$ cat src/rtl/i2c_pkg.sv
// Shared types and constants for the I2C target.
package i2c_pkg;

  typedef enum logic [3:0] {
    ST_IDLE,
    ST_ADDR,
    ST_ADDR_ACK,
    ST_PTR,
    ST_WR_DATA,
    ST_DATA_ACK,
    ST_RD_DATA,
    ST_RD_ACK,
    ST_IGNORE
  } i2c_tgt_state_t;

  localparam logic I2C_ACK     = 1'b0;
  localparam logic I2C_NACK    = 1'b1;
  localparam logic I2C_RW_READ = 1'b1;

endpackage

$ cat src/rtl/i2c_in_sync.sv
// Pin conditioner: 2-flop sync, optional stability filter (I2C_TGT_GLITCH_FILTER_EN),
// then an edge register producing level plus one-cycle rise/fall pulses.
module i2c_in_sync #(
  parameter int unsigned FILTER_CYCLES = 4
) (
  input  logic i_clk,
  input  logic i_rst_n,
  input  logic i_pin,
  output logic o_level,
  output logic o_rise,
  output logic o_fall
);

  logic r_s1;
  logic r_s2;
  logic r_prev;
  logic r_rise;
  logic r_fall;
  logic w_level;

  // Idle bus is high, so the sync chain resets to 1.
  always_ff @(posedge i_clk or negedge i_rst_n) begin
    if (!i_rst_n) begin
      r_s1 <= 1'b1;
      r_s2 <= 1'b1;
    end else begin
      r_s1 <= i_pin;
      r_s2 <= r_s1;
    end
  end

`ifdef I2C_TGT_GLITCH_FILTER_EN
  localparam int unsigned CNT_W = (FILTER_CYCLES > 1) ? $clog2(FILTER_CYCLES) : 1;

  logic             r_filt;
  logic [CNT_W-1:0] r_cnt;

  // Accept a new level only after FILTER_CYCLES consecutive differing samples.
  always_ff @(posedge i_clk or negedge i_rst_n) begin
    if (!i_rst_n) begin
      r_filt <= 1'b1;
      r_cnt  <= '0;
    end else if (r_s2 == r_filt) begin
      r_cnt  <= '0;
    end else if (r_cnt == CNT_W'(FILTER_CYCLES - 1)) begin
      r_filt <= r_s2;
      r_cnt  <= '0;
    end else begin
      r_cnt  <= r_cnt + CNT_W'(1);
    end
  end

  assign w_level = r_filt;
`else
  // FILTER_CYCLES has no effect without the filter.
  if (FILTER_CYCLES == 0) begin : g_filter_unused
  end

  assign w_level = r_s2;
`endif

  always_ff @(posedge i_clk or negedge i_rst_n) begin
    if (!i_rst_n) begin
      r_prev <= 1'b1;
      r_rise <= 1'b0;
      r_fall <= 1'b0;
    end else begin
      r_prev <= w_level;
      r_rise <= w_level & ~r_prev;
      r_fall <= ~w_level & r_prev;
    end
  end

  assign o_level = r_prev;
  assign o_rise  = r_rise;
  assign o_fall  = r_fall;

endmodule

$ cat src/rtl/i2c_target.sv
// I2C target with a byte-addressed register window (write strobe + read lookup).
// Optional SCL/SDA glitch filter enabled by defining I2C_TGT_GLITCH_FILTER_EN.
module i2c_target
  import i2c_pkg::*;
#(
  parameter logic [6:0]  TARGET_ADDR   = 7'h50,
  parameter int unsigned NUM_REGS      = 16,
  parameter int unsigned FILTER_CYCLES = 4
) (
  input  logic                        ACLK,
  input  logic                        ARESETn,
  input  logic                        SCL_I,
  input  logic                        SDA_I,
  output logic                        SDA_OE,
  output logic                        WR_STROBE,
  output logic [$clog2(NUM_REGS)-1:0] WR_ADDR,
  output logic [7:0]                  WR_DATA,
  output logic [$clog2(NUM_REGS)-1:0] RD_ADDR,
  input  logic [7:0]                  RD_DATA,
  output logic                        BUSY
);

  localparam int unsigned PW = $clog2(NUM_REGS);

  logic w_scl, w_scl_rise, w_scl_fall;
  logic w_sda, w_sda_rise, w_sda_fall;
  logic w_start, w_stop, w_addr_match, w_ptr_ok;
  logic [7:0] w_rx_byte;

  i2c_tgt_state_t r_state, w_state_nxt;

  logic          r_sda_oe, w_oe_nxt;
  logic          r_wr_strobe, w_strobe_nxt;
  logic [PW-1:0] r_wr_addr, w_wr_addr_nxt;
  logic [7:0]    r_wr_data, w_wr_data_nxt;
  logic [PW-1:0] r_ptr, w_ptr_nxt;
  logic [7:0]    r_shift, w_shift_nxt;
  logic [3:0]    r_bitcnt, w_cnt_nxt;
  logic          r_busy, w_busy_nxt;

  i2c_in_sync #(.FILTER_CYCLES(FILTER_CYCLES)) u_scl_sync (
    .i_clk(ACLK), .i_rst_n(ARESETn), .i_pin(SCL_I),
    .o_level(w_scl), .o_rise(w_scl_rise), .o_fall(w_scl_fall)
  );

  i2c_in_sync #(.FILTER_CYCLES(FILTER_CYCLES)) u_sda_sync (
    .i_clk(ACLK), .i_rst_n(ARESETn), .i_pin(SDA_I),
    .o_level(w_sda), .o_rise(w_sda_rise), .o_fall(w_sda_fall)
  );

  assign w_start      = w_sda_fall & w_scl;
  assign w_stop       = w_sda_rise & w_scl;
  assign w_rx_byte    = {r_shift[6:0], w_sda};
  assign w_addr_match = (r_shift[7:1] == TARGET_ADDR);
  assign w_ptr_ok     = ({1'b0, r_shift} < 9'(NUM_REGS));

  always_ff @(posedge ACLK or negedge ARESETn) begin
    if (!ARESETn) r_state <= ST_IDLE;
    else          r_state <= w_state_nxt;
  end

  // Bus conditions override everything; otherwise advance on SCL edges.
  always_comb begin
    w_state_nxt = r_state;
    if (w_start) begin
      w_state_nxt = ST_ADDR;
    end else if (w_stop) begin
      w_state_nxt = ST_IDLE;
    end else begin
      case (r_state)
        ST_ADDR:     if (w_scl_fall && r_bitcnt == 4'd8)
                       w_state_nxt = w_addr_match ? ST_ADDR_ACK : ST_IGNORE;
        ST_ADDR_ACK: if (w_scl_fall)
                       w_state_nxt = (r_shift[0] == I2C_RW_READ) ? ST_RD_DATA : ST_PTR;
        ST_PTR:      if (w_scl_fall && r_bitcnt == 4'd8)
                       w_state_nxt = w_ptr_ok ? ST_DATA_ACK : ST_IGNORE;
        ST_WR_DATA:  if (w_scl_fall && r_bitcnt == 4'd8) w_state_nxt = ST_DATA_ACK;
        ST_DATA_ACK: if (w_scl_fall) w_state_nxt = ST_WR_DATA;
        ST_RD_DATA:  if (w_scl_fall && r_bitcnt == 4'd8) w_state_nxt = ST_RD_ACK;
        ST_RD_ACK: begin
          if (w_scl_rise && w_sda == I2C_NACK) w_state_nxt = ST_IGNORE;
          else if (w_scl_fall)                 w_state_nxt = ST_RD_DATA;
        end
        default: ;
      endcase
    end
  end

  always_comb begin
    w_oe_nxt      = r_sda_oe;
    w_strobe_nxt  = 1'b0;
    w_wr_addr_nxt = r_wr_addr;
    w_wr_data_nxt = r_wr_data;
    w_ptr_nxt     = r_ptr;
    w_shift_nxt   = r_shift;
    w_cnt_nxt     = r_bitcnt;
    w_busy_nxt    = r_busy;
    if (w_start) begin
      w_oe_nxt   = 1'b0;
      w_cnt_nxt  = 4'd0;
      w_busy_nxt = 1'b1;
    end else if (w_stop) begin
      w_oe_nxt   = 1'b0;
      w_busy_nxt = 1'b0;
    end else begin
      case (r_state)
        ST_ADDR, ST_PTR, ST_WR_DATA: begin
          if (w_scl_rise && r_bitcnt != 4'd8) begin
            w_shift_nxt = w_rx_byte;
            w_cnt_nxt   = r_bitcnt + 4'd1;
            if (r_state == ST_WR_DATA && r_bitcnt == 4'd7) begin
              w_strobe_nxt  = 1'b1;
              w_wr_addr_nxt = r_ptr;
              w_wr_data_nxt = w_rx_byte;
              w_ptr_nxt     = r_ptr + PW'(1);
            end
          end
          if (w_scl_fall && r_bitcnt == 4'd8) begin
            if (r_state == ST_ADDR) begin
              w_oe_nxt = w_addr_match;
            end else if (r_state == ST_PTR) begin
              if (w_ptr_ok) begin
                w_ptr_nxt = PW'(r_shift);
                w_oe_nxt  = 1'b1;
              end
            end else begin
              w_oe_nxt = 1'b1;
            end
          end
        end
        ST_ADDR_ACK: if (w_scl_fall) begin
          w_oe_nxt  = 1'b0;
          w_cnt_nxt = 4'd0;
          if (r_shift[0] == I2C_RW_READ) begin
            w_shift_nxt = RD_DATA;
            w_oe_nxt    = ~RD_DATA[7];
            w_cnt_nxt   = 4'd1;
          end
        end
        ST_DATA_ACK: if (w_scl_fall) begin
          w_oe_nxt  = 1'b0;
          w_cnt_nxt = 4'd0;
        end
        // r_bitcnt counts bits already placed on the bus.
        ST_RD_DATA: if (w_scl_fall) begin
          if (r_bitcnt == 4'd8) begin
            w_oe_nxt = 1'b0;
          end else begin
            w_oe_nxt    = ~r_shift[6];
            w_shift_nxt = {r_shift[6:0], 1'b0};
            w_cnt_nxt   = r_bitcnt + 4'd1;
          end
        end
        ST_RD_ACK: begin
          if (w_scl_rise && w_sda == I2C_ACK) w_ptr_nxt = r_ptr + PW'(1);
          if (w_scl_fall) begin
            w_shift_nxt = RD_DATA;
            w_oe_nxt    = ~RD_DATA[7];
            w_cnt_nxt   = 4'd1;
          end
        end
        default: ;
      endcase
    end
  end

  always_ff @(posedge ACLK or negedge ARESETn) begin
    if (!ARESETn) begin
      r_sda_oe    <= 1'b0;
      r_wr_strobe <= 1'b0;
      r_wr_addr   <= '0;
      r_wr_data   <= '0;
      r_ptr       <= '0;
      r_shift     <= '0;
      r_bitcnt    <= '0;
      r_busy      <= 1'b0;
    end else begin
      r_sda_oe    <= w_oe_nxt;
      r_wr_strobe <= w_strobe_nxt;
      r_wr_addr   <= w_wr_addr_nxt;
      r_wr_data   <= w_wr_data_nxt;
      r_ptr       <= w_ptr_nxt;
      r_shift     <= w_shift_nxt;
      r_bitcnt    <= w_cnt_nxt;
      r_busy      <= w_busy_nxt;
    end
  end

  assign SDA_OE    = r_sda_oe;
  assign WR_STROBE = r_wr_strobe;
  assign WR_ADDR   = r_wr_addr;
  assign WR_DATA   = r_wr_data;
  assign RD_ADDR   = r_ptr;
  assign BUSY      = r_busy;

endmodule
$ cat config.mk
export PLATFORM = sky130hd
export DESIGN_NAME = i2c_target
export DESIGN_NICKNAME = d
export VERILOG_FILES = /design/src/rtl/i2c_pkg.sv /design/src/rtl/i2c_in_sync.sv /design/src/rtl/i2c_target.sv
export SDC_FILE = /design/constraint.sdc
export NUM_CORES = 1
export LEC_CHECK = 0
export CAP_MARGIN = 20
export CORE_ASPECT_RATIO = 1.25
export CORE_UTILIZATION = 56
export CTS_BUF_LIST = sky130_fd_sc_hd__clkbuf_8
export DETAILED_ROUTE_END_ITERATION = 16
export DONT_BUFFER_PORTS = 1
export PLACE_DENSITY = 0.81
export SYNTH_ARGS = -nofsm -noshare
export SYNTH_HDL_FRONTEND = slang
export SYNTH_SLANG_ARGS = --single-unit
$ cat constraint.sdc
create_clock -name ACLK -period 5.17 [get_ports ACLK]
set_input_delay 0.7755 -clock ACLK [delete_from_list [all_inputs] [get_ports ACLK]]
set_output_delay 0.7755 -clock ACLK [all_outputs]
set_load 0.02 [all_outputs]
### After elaboration in Yosys (flattened, before gate mapping)

Index checks and enable logic that the tools add are counted.

| word-level totals | value |
|---|---|
| bits in registers | 45 |
| output and inout port bits | 19 |
| bits of input ports | 12 |
| logic and storage cells | 151 |

| operators by class | value |
|---|---|
| mux-type cells | 59 |
| eq/ne operators | 36 |
| reductions and logical operators | 19 |
| add/subtract/negate cells | 2 |
| order comparisons | 1 |
| bitwise operators | 14 |

Operators by type and width:

| kind | count |
|---|---|
| two-way mux 4 bit | 27 |
| two-way mux 8 bit | 6 |
| one-hot mux 8 bit (4 select lines) | 1 |
| one-hot mux 4 bit (7 select lines) | 1 |
| inequality test 4 bit (second input constant) | 6 |
| AND reduction 8 bit | 3 |
| equality test 4 x 3 -> 1 bit (second input constant) | 5 |
| two-way mux 1 bit | 20 |
| one-hot mux 4 bit (5 select lines) | 1 |
| inequality test 4 x 3 -> 1 bit (second input constant) | 4 |
| inequality test 3 x 2 -> 1 bit (second input constant) | 4 |
| inequality test 2 bit (second input constant) | 5 |
| AND reduction 9 bit | 1 |
| nonzero test 9 bit | 1 |
| adder 4 x 1 -> 4 bit (second input constant) | 2 |
| equality test 4 x 2 -> 1 bit (second input constant) | 2 |
| less-than comparator 8 x 5 -> 1 bit (second input constant) | 1 |
| NOT 1 bit | 8 |
| one-hot mux 4 bit (2 select lines) | 1 |
| equality test 7 bit (second input constant) | 1 |
| AND reduction 7 bit | 1 |
| nonzero test 7 bit | 1 |
| AND 1 bit | 6 |
| inequality test 2 x 1 -> 1 bit (second input constant) | 3 |
| other kinds (14) | 20 |

### Depth between registers and ports, before layout

| depth | value |
|---|---|
| depth in word-level cells | 9 |
| depth in mapped cells | 7 |
| depth with buffers taken out | 7 |

### By module

Synthesis repeated with hierarchy kept, for this count alone.

| second synthesis, totals | value |
|---|---|
| cells, all modules | 232 |
| area total of the unflattened synthesis | 2506.2 um^2 |

By module, submodules not included:

| module | area an instance (um^2) | cells each | times used | sequential area each (um^2) |
|---|---|---|---|---|
| i2c_target | 2218.4 | 218 | 1 | 875.8 |
| i2c_in_sync | 143.9 | 7 | 2 | 128.9 |

### Worst setup path after synthesis

OpenSTA, ideal clock, no wires.

| timing path | value |
|---|---|
| path type | reg-to-reg |
| start | register r_bitcnt[0] |
| end | register r_shift[1] |
| buffers on the path | 0 |
| arrival time | 2118 ps |
| cell stages (with the launch flop) | 8 |
| required time | 5045 ps |
| library setup time | 125 ps |
| period minus slack after synthesis | 2242 ps |
| slack | 2928 ps |
| cells stage by stage | dfrtp_1 > inv_1 > ha_1 > and3b_1 > o311a_1 > a2111oi_4 > o41ai_2 > mux2_2 |

| on the way | value |
|---|---|
| longest elaborated chain between the ends | 4 |
| elaborated cells on any way between the ends | 6 |
| those cells by class | eq/ne (4); reduce/logical (2) |

Ends and longest elaborated chain:

| element | RTL line | text |
|---|---|---|
| from (decl) | i2c_target.sv:38 | `logic [3:0] r_bitcnt, w_cnt_nxt;` |
| from (signal assigned) | i2c_target.sv:184 | `r_bitcnt <= w_cnt_nxt;` |
| inequality test 4 bit | i2c_target.sv:108 | `if (w_scl_rise && r_bitcnt != 4'd8) begin` |
| logical AND 1 bit | i2c_target.sv:108 |  |
| inequality test 2 bit (no line) | - |  |
| AND reduction 9 bit (no line) * | - |  |
| to (signal assigned) | i2c_target.sv:183 | `r_shift <= w_shift_nxt;` |
| to (decl) | i2c_target.sv:37 | `logic [7:0] r_shift, w_shift_nxt;` |

Mark *: on every way between the ends. The rest lies on a longest branch, timed or not.
A chain may end at the register's enable or synchronous reset.

### Worst setup path after layout

| timing path | value |
|---|---|
| start | register r_state[2] |
| end | register r_wr_data[7], in the netlist WR_DATA[7] |

| on the way | value |
|---|---|
| longest elaborated chain between the ends | 3 |
| elaborated cells on any way between the ends | 6 |
| those cells by class | eq/ne (3); reduce/logical (3) |

Ends and longest elaborated chain:

| element | RTL line | text |
|---|---|---|
| from (decl) | i2c_target.sv:30 | `i2c_tgt_state_t r_state, w_state_nxt;` |
| from (signal assigned) | i2c_target.sv:59 | `else r_state <= w_state_nxt;` |
| equality test 4 x 3 -> 1 bit, or another cell as far along | i2c_target.sv:106, i2c_target.sv:111 |  |
| OR reduction 3 bit or logical AND 1 bit (tied branches) | i2c_target.sv:106, i2c_target.sv:111 |  |
| AND reduction 5 bit (no line) * | - |  |
| to (signal assigned) | i2c_target.sv:181 | `r_wr_data <= w_wr_data_nxt;` |
| to (decl) | i2c_target.sv:35 | `logic [7:0] r_wr_data, w_wr_data_nxt;` |

Marks and branches as above.

==> results by stage <==
Power:
- The maximum vdd ir drop is approximately 0.00025 V.
- In this run the static leakage power is around 1.1 nW.
- Power spread over the standard cell area amounts to approximately 400 mW/mm^2.
- The design draws 1.06 mW.

Drt:
- After detailed routing, the number of vias per cell comes to roughly 6.5.
- The final wirelength is between 5 and 6 mm.
- The number of design-rule violations left by the first detailed-router iteration is 86.
- The count of unresolved DRC violations after routing is 0.
- The remaining antenna violation count is 0.
- The number of optimization iterations in the first detailed-route pass is 5.
- The total vias in the final route is 1,888.
- Dividing the detail-routed wire length by the instance count gives approximately 18 um.

Synth:
- The synthesized design contains 0 enable-type register cells.
- In the synthesized netlist the dominant register cell turns out to be sky130_fd_sc_hd__dfrtp_1.
- The Yosys step of the flow raised 0 warnings.
- The part of the Yosys area used for sequential elements is a little under half.
- The combined area of all synthesized cells is between 0.002 and 0.0025 mm^2.
- After technology mapping, the gate count stands at between 200 and 250.
- The average instance area after synthesis is ~10 um^2.
- The synthesized net count is 252.
- The number of different library cells used by synthesis comes to 58.
- The async set-reset flop share out of synthesis is 100%.
- The number of storage elements in the synthesis netlist is 45.

Critical path:
- The slowest stage of the critical path is the sky130_fd_sc_hd__dfrtp_1 cell.
- The startpoint type of the worst setup path is a flip-flop.
- The signal on the critical path passes through or3b_4 -> or4_4 -> nor2_4 -> mux2_2.
- The count of buffering cells on the critical path with inverters included is 0.
- Along the worst path, the maximum fanout reaches 24.
- The required time at the worst-slack endpoint is around 5.4 ns.
- The maximum single-stage delay on the critical path is between 0.8 and 0.9 ns.
- In this design, the largest share of critical-path delay is due to simple AND/OR/NAND/NOR gates.
- The critical path arrival is ~2.9 ns.
- The nature of the critical path endpoint is a flip-flop.
- The kind of critical path is reg2reg.

Floorplan:
- In this run the core area contains 26 standard-cell rows.
- In this run the count of I/O pins placed on the die edge is 31.
- After floorplanning, the core was sized to cover 0.00416 mm^2.
- The floorplan step defined a die boundary enclosing 0.00471 mm^2.
- The overall die height is 76.5 um.
- The effective utilization at floorplan is about 60%.
- Measured along the x axis, the die boundary spans 61.6 um.

Clock network:
- The number of hold buffers added after CTS was 0.
- The total of cells resized after clock tree synthesis is 0.
- TritonCTS built the clock tree.
- Post-CTS timing repair inserted 0 buffers for setup.
- The clock edge transition at the registers on the reported setup and hold paths is approximately 0.090 ns.
- The tree is rooted in a sky130_fd_sc_hd__clkbuf_8.
- In this run the number of H-tree levels came out at 2.
- The clock net in this run drives a total of 45 sinks.
- The longest clock path from root to sink contains 2 buffers.
- Clock latency on the worst-skew pair, taken at its later pin, is ~0.31 ns.
- Buffers inserted during clock tree synthesis total 5.

Final layout:
- The area added between synthesis and finish is 5.03%.
- The post-route non-filler standard cell count is slightly below 300.
- After the last flow step, the layout net total stands at between 200 and 250.
- The most common library cell in the layout ignoring fill and taps is sky130_fd_sc_hd__dfrtp_1.
- Cells with a size suffix above 1 make up 16.3% of the layout.
- 0 antenna diodes ended up in the layout.
- In the layout the commonest cells are 39 x sky130_fd_sc_hd__dfrtp_1, 18 x sky130_fd_sc_hd__o21ai_0, 16 x sky130_fd_sc_hd__nor2_1, 16 x sky130_fd_sc_hd__mux2_2.
- The utilization of the core after routing is between 60 and 70%.

GRT:
- The met3 routing resource usage after global routing is 5.26%.
- The initial antenna violation count came to 0.
- In this run the most used layer during global routing was met2.
- The global routing usage on met1 is between 30% and 40%.
- Entering global routing, the biggest net connects 46 pins.
- Global routing used between 20% and 30% of the available tracks.
- The aggregate global routing overflow is 0.
- The wire length of the first global-routing pass is roughly 8.7 mm.
- The number of global-route vias before repair is between 1,500 and 2,000.
- For this run, global-route usage on met2 was measured as between 30% and 40%.

Timing:
- Clock skew on the completed layout was measured at approximately 0.0083 ns.
- For the pin with the worst max-slew slack, the measured transition is 0.835 ns.
- The clock period could shrink to around 2.7 ns.
- The total negative slack is 0 ns.
- Setup violations remaining at the end of the flow were counted as 0.
- Setup repair after global routing left no endpoint under its margin.
- For this run, the top clock speed supported by timing is 369 MHz.
- The worst pin sits at a relative slew slack of 43.8%.
- In the finished design, the share of the clock period the worst path needs comes to a little over half.
- The number of max-slew violations in the final report is 0.
- The final number of hold-violating endpoints is 0.

Placed design:
- Including well taps, the total number of placed cells is approximately 280.
- Routability-driven placement finished with a final weighted congestion of approximately 0.91.
- Detailed placement finished with a half-perimeter wire length of 3.59 mm.
- The count of buffers from port buffering is 0.

Outcome:
- The flow ran to the end, and the final reports show no timing, DRC or antenna violations.

Worst hold path:
- The type of the worst min-delay path is in2async.

Job:
- The reported max-cap violation count is 0.
-- cell usage after synthesis (4+ instances only) --
library cell               count  area share (%)
sky130_fd_sc_hd__mux2_2       16             7.2
sky130_fd_sc_hd__mux2_1        4             1.8
sky130_fd_sc_hd__inv_1         6            0.91
sky130_fd_sc_hd__a21oi_1       8             1.6
sky130_fd_sc_hd__nor2_1       16             2.4
sky130_fd_sc_hd__dfrtp_1      39              39
sky130_fd_sc_hd__nor2b_1      11             2.8
sky130_fd_sc_hd__o21ai_0      18             3.6
sky130_fd_sc_hd__nand3_1       9             1.8
sky130_fd_sc_hd__clkbuf_1      6            0.91
sky130_fd_sc_hd__a22o_1        7             2.5
sky130_fd_sc_hd__dfstp_2       6             6.3
sky130_fd_sc_hd__nand2_1      11             1.7
sky130_fd_sc_hd__nand2b_1      5             1.3
-- layout make-up --
type / instances / area, um^2
clock inverters: 3 / 42.5
flip-flops and latches: 45 / 1130
well taps: 56 / 70.1
fillers: 372 / 1550
multi-input cells: 174 / 1270
clock buffers: 5 / 68.8
inverters: 6 / 22.5
-- worst reg2reg max path, delay by kind of cell (launching register included) --
kind / cells / cell delay [ns]
DFF: 1 / 0.81
muxes: 1 / 0.39
and+or+nand+nor: 3 / 1.41
-- sequential cells by signal, summed over array words and instances (netlist names), 4 cells and up --
| signal | flops |
|---|---|
| RD_ADDR | 4 |
| r_shift | 8 |
| r_bitcnt | 4 |
| WR_ADDR | 4 |
| r_state | 4 |
| WR_DATA | 8 |
-- worst paths after layout --
check	from	end	slack (ns)	cells after the start
worst max-delay path	r_state[2]$_DFFE_PN0P_	WR_DATA[7]$_DFFE_PN0P_	2.46	4
worst min-delay path	ARESETn	u_scl_sync.o_fall$_DFF_PN0_	0.15	0
worst max register to register	r_state[2]$_DFFE_PN0P_	WR_DATA[7]$_DFFE_PN0P_	2.46	4
worst min register to register	u_scl_sync.r_s1$_DFF_PN1_	u_scl_sync.r_s2$_DFF_PN1_	0.36	0
max in group asynchronous	ARESETn	u_sda_sync.r_s1$_DFF_PN1_	4.84	0
min in group ACLK	u_scl_sync.r_s1$_DFF_PN1_	u_scl_sync.r_s2$_DFF_PN1_	0.36	0
-- report_power, final --
part	total, mW	internal [mW]	switching (mW)
clock	0.265	0.143	0.122
sequential	0.528	0.409	0.118
combinational	0.264	0.140	0.125
-- cell families after synthesis --
group	synth area share (%)
simple gates	17.7
buf+inv	3.17
compound gates	21.4
flops	45.6
fa+ha+maj	1.51
mux	10.3
xor+xnor	0.352
-- layer usage --
layer	up-vias	wire, um
li1	884	-
met1	920	2320
met2	72	2530
met3	12	327
met4	0	106
met5	-	0
-- stage by stage --
stage	area (um^2)	setup slack [ns]	hold slack, ns
floorplan	2490	2.93	0.345
global placement	2500	2.54	0.347
detailed placement	2500	2.47	0.351
CTS	2610	2.46	0.151
global route	2610	2.35	0.139
finish	2610	2.46	0.150
Power figures use the tool's default switching activity.
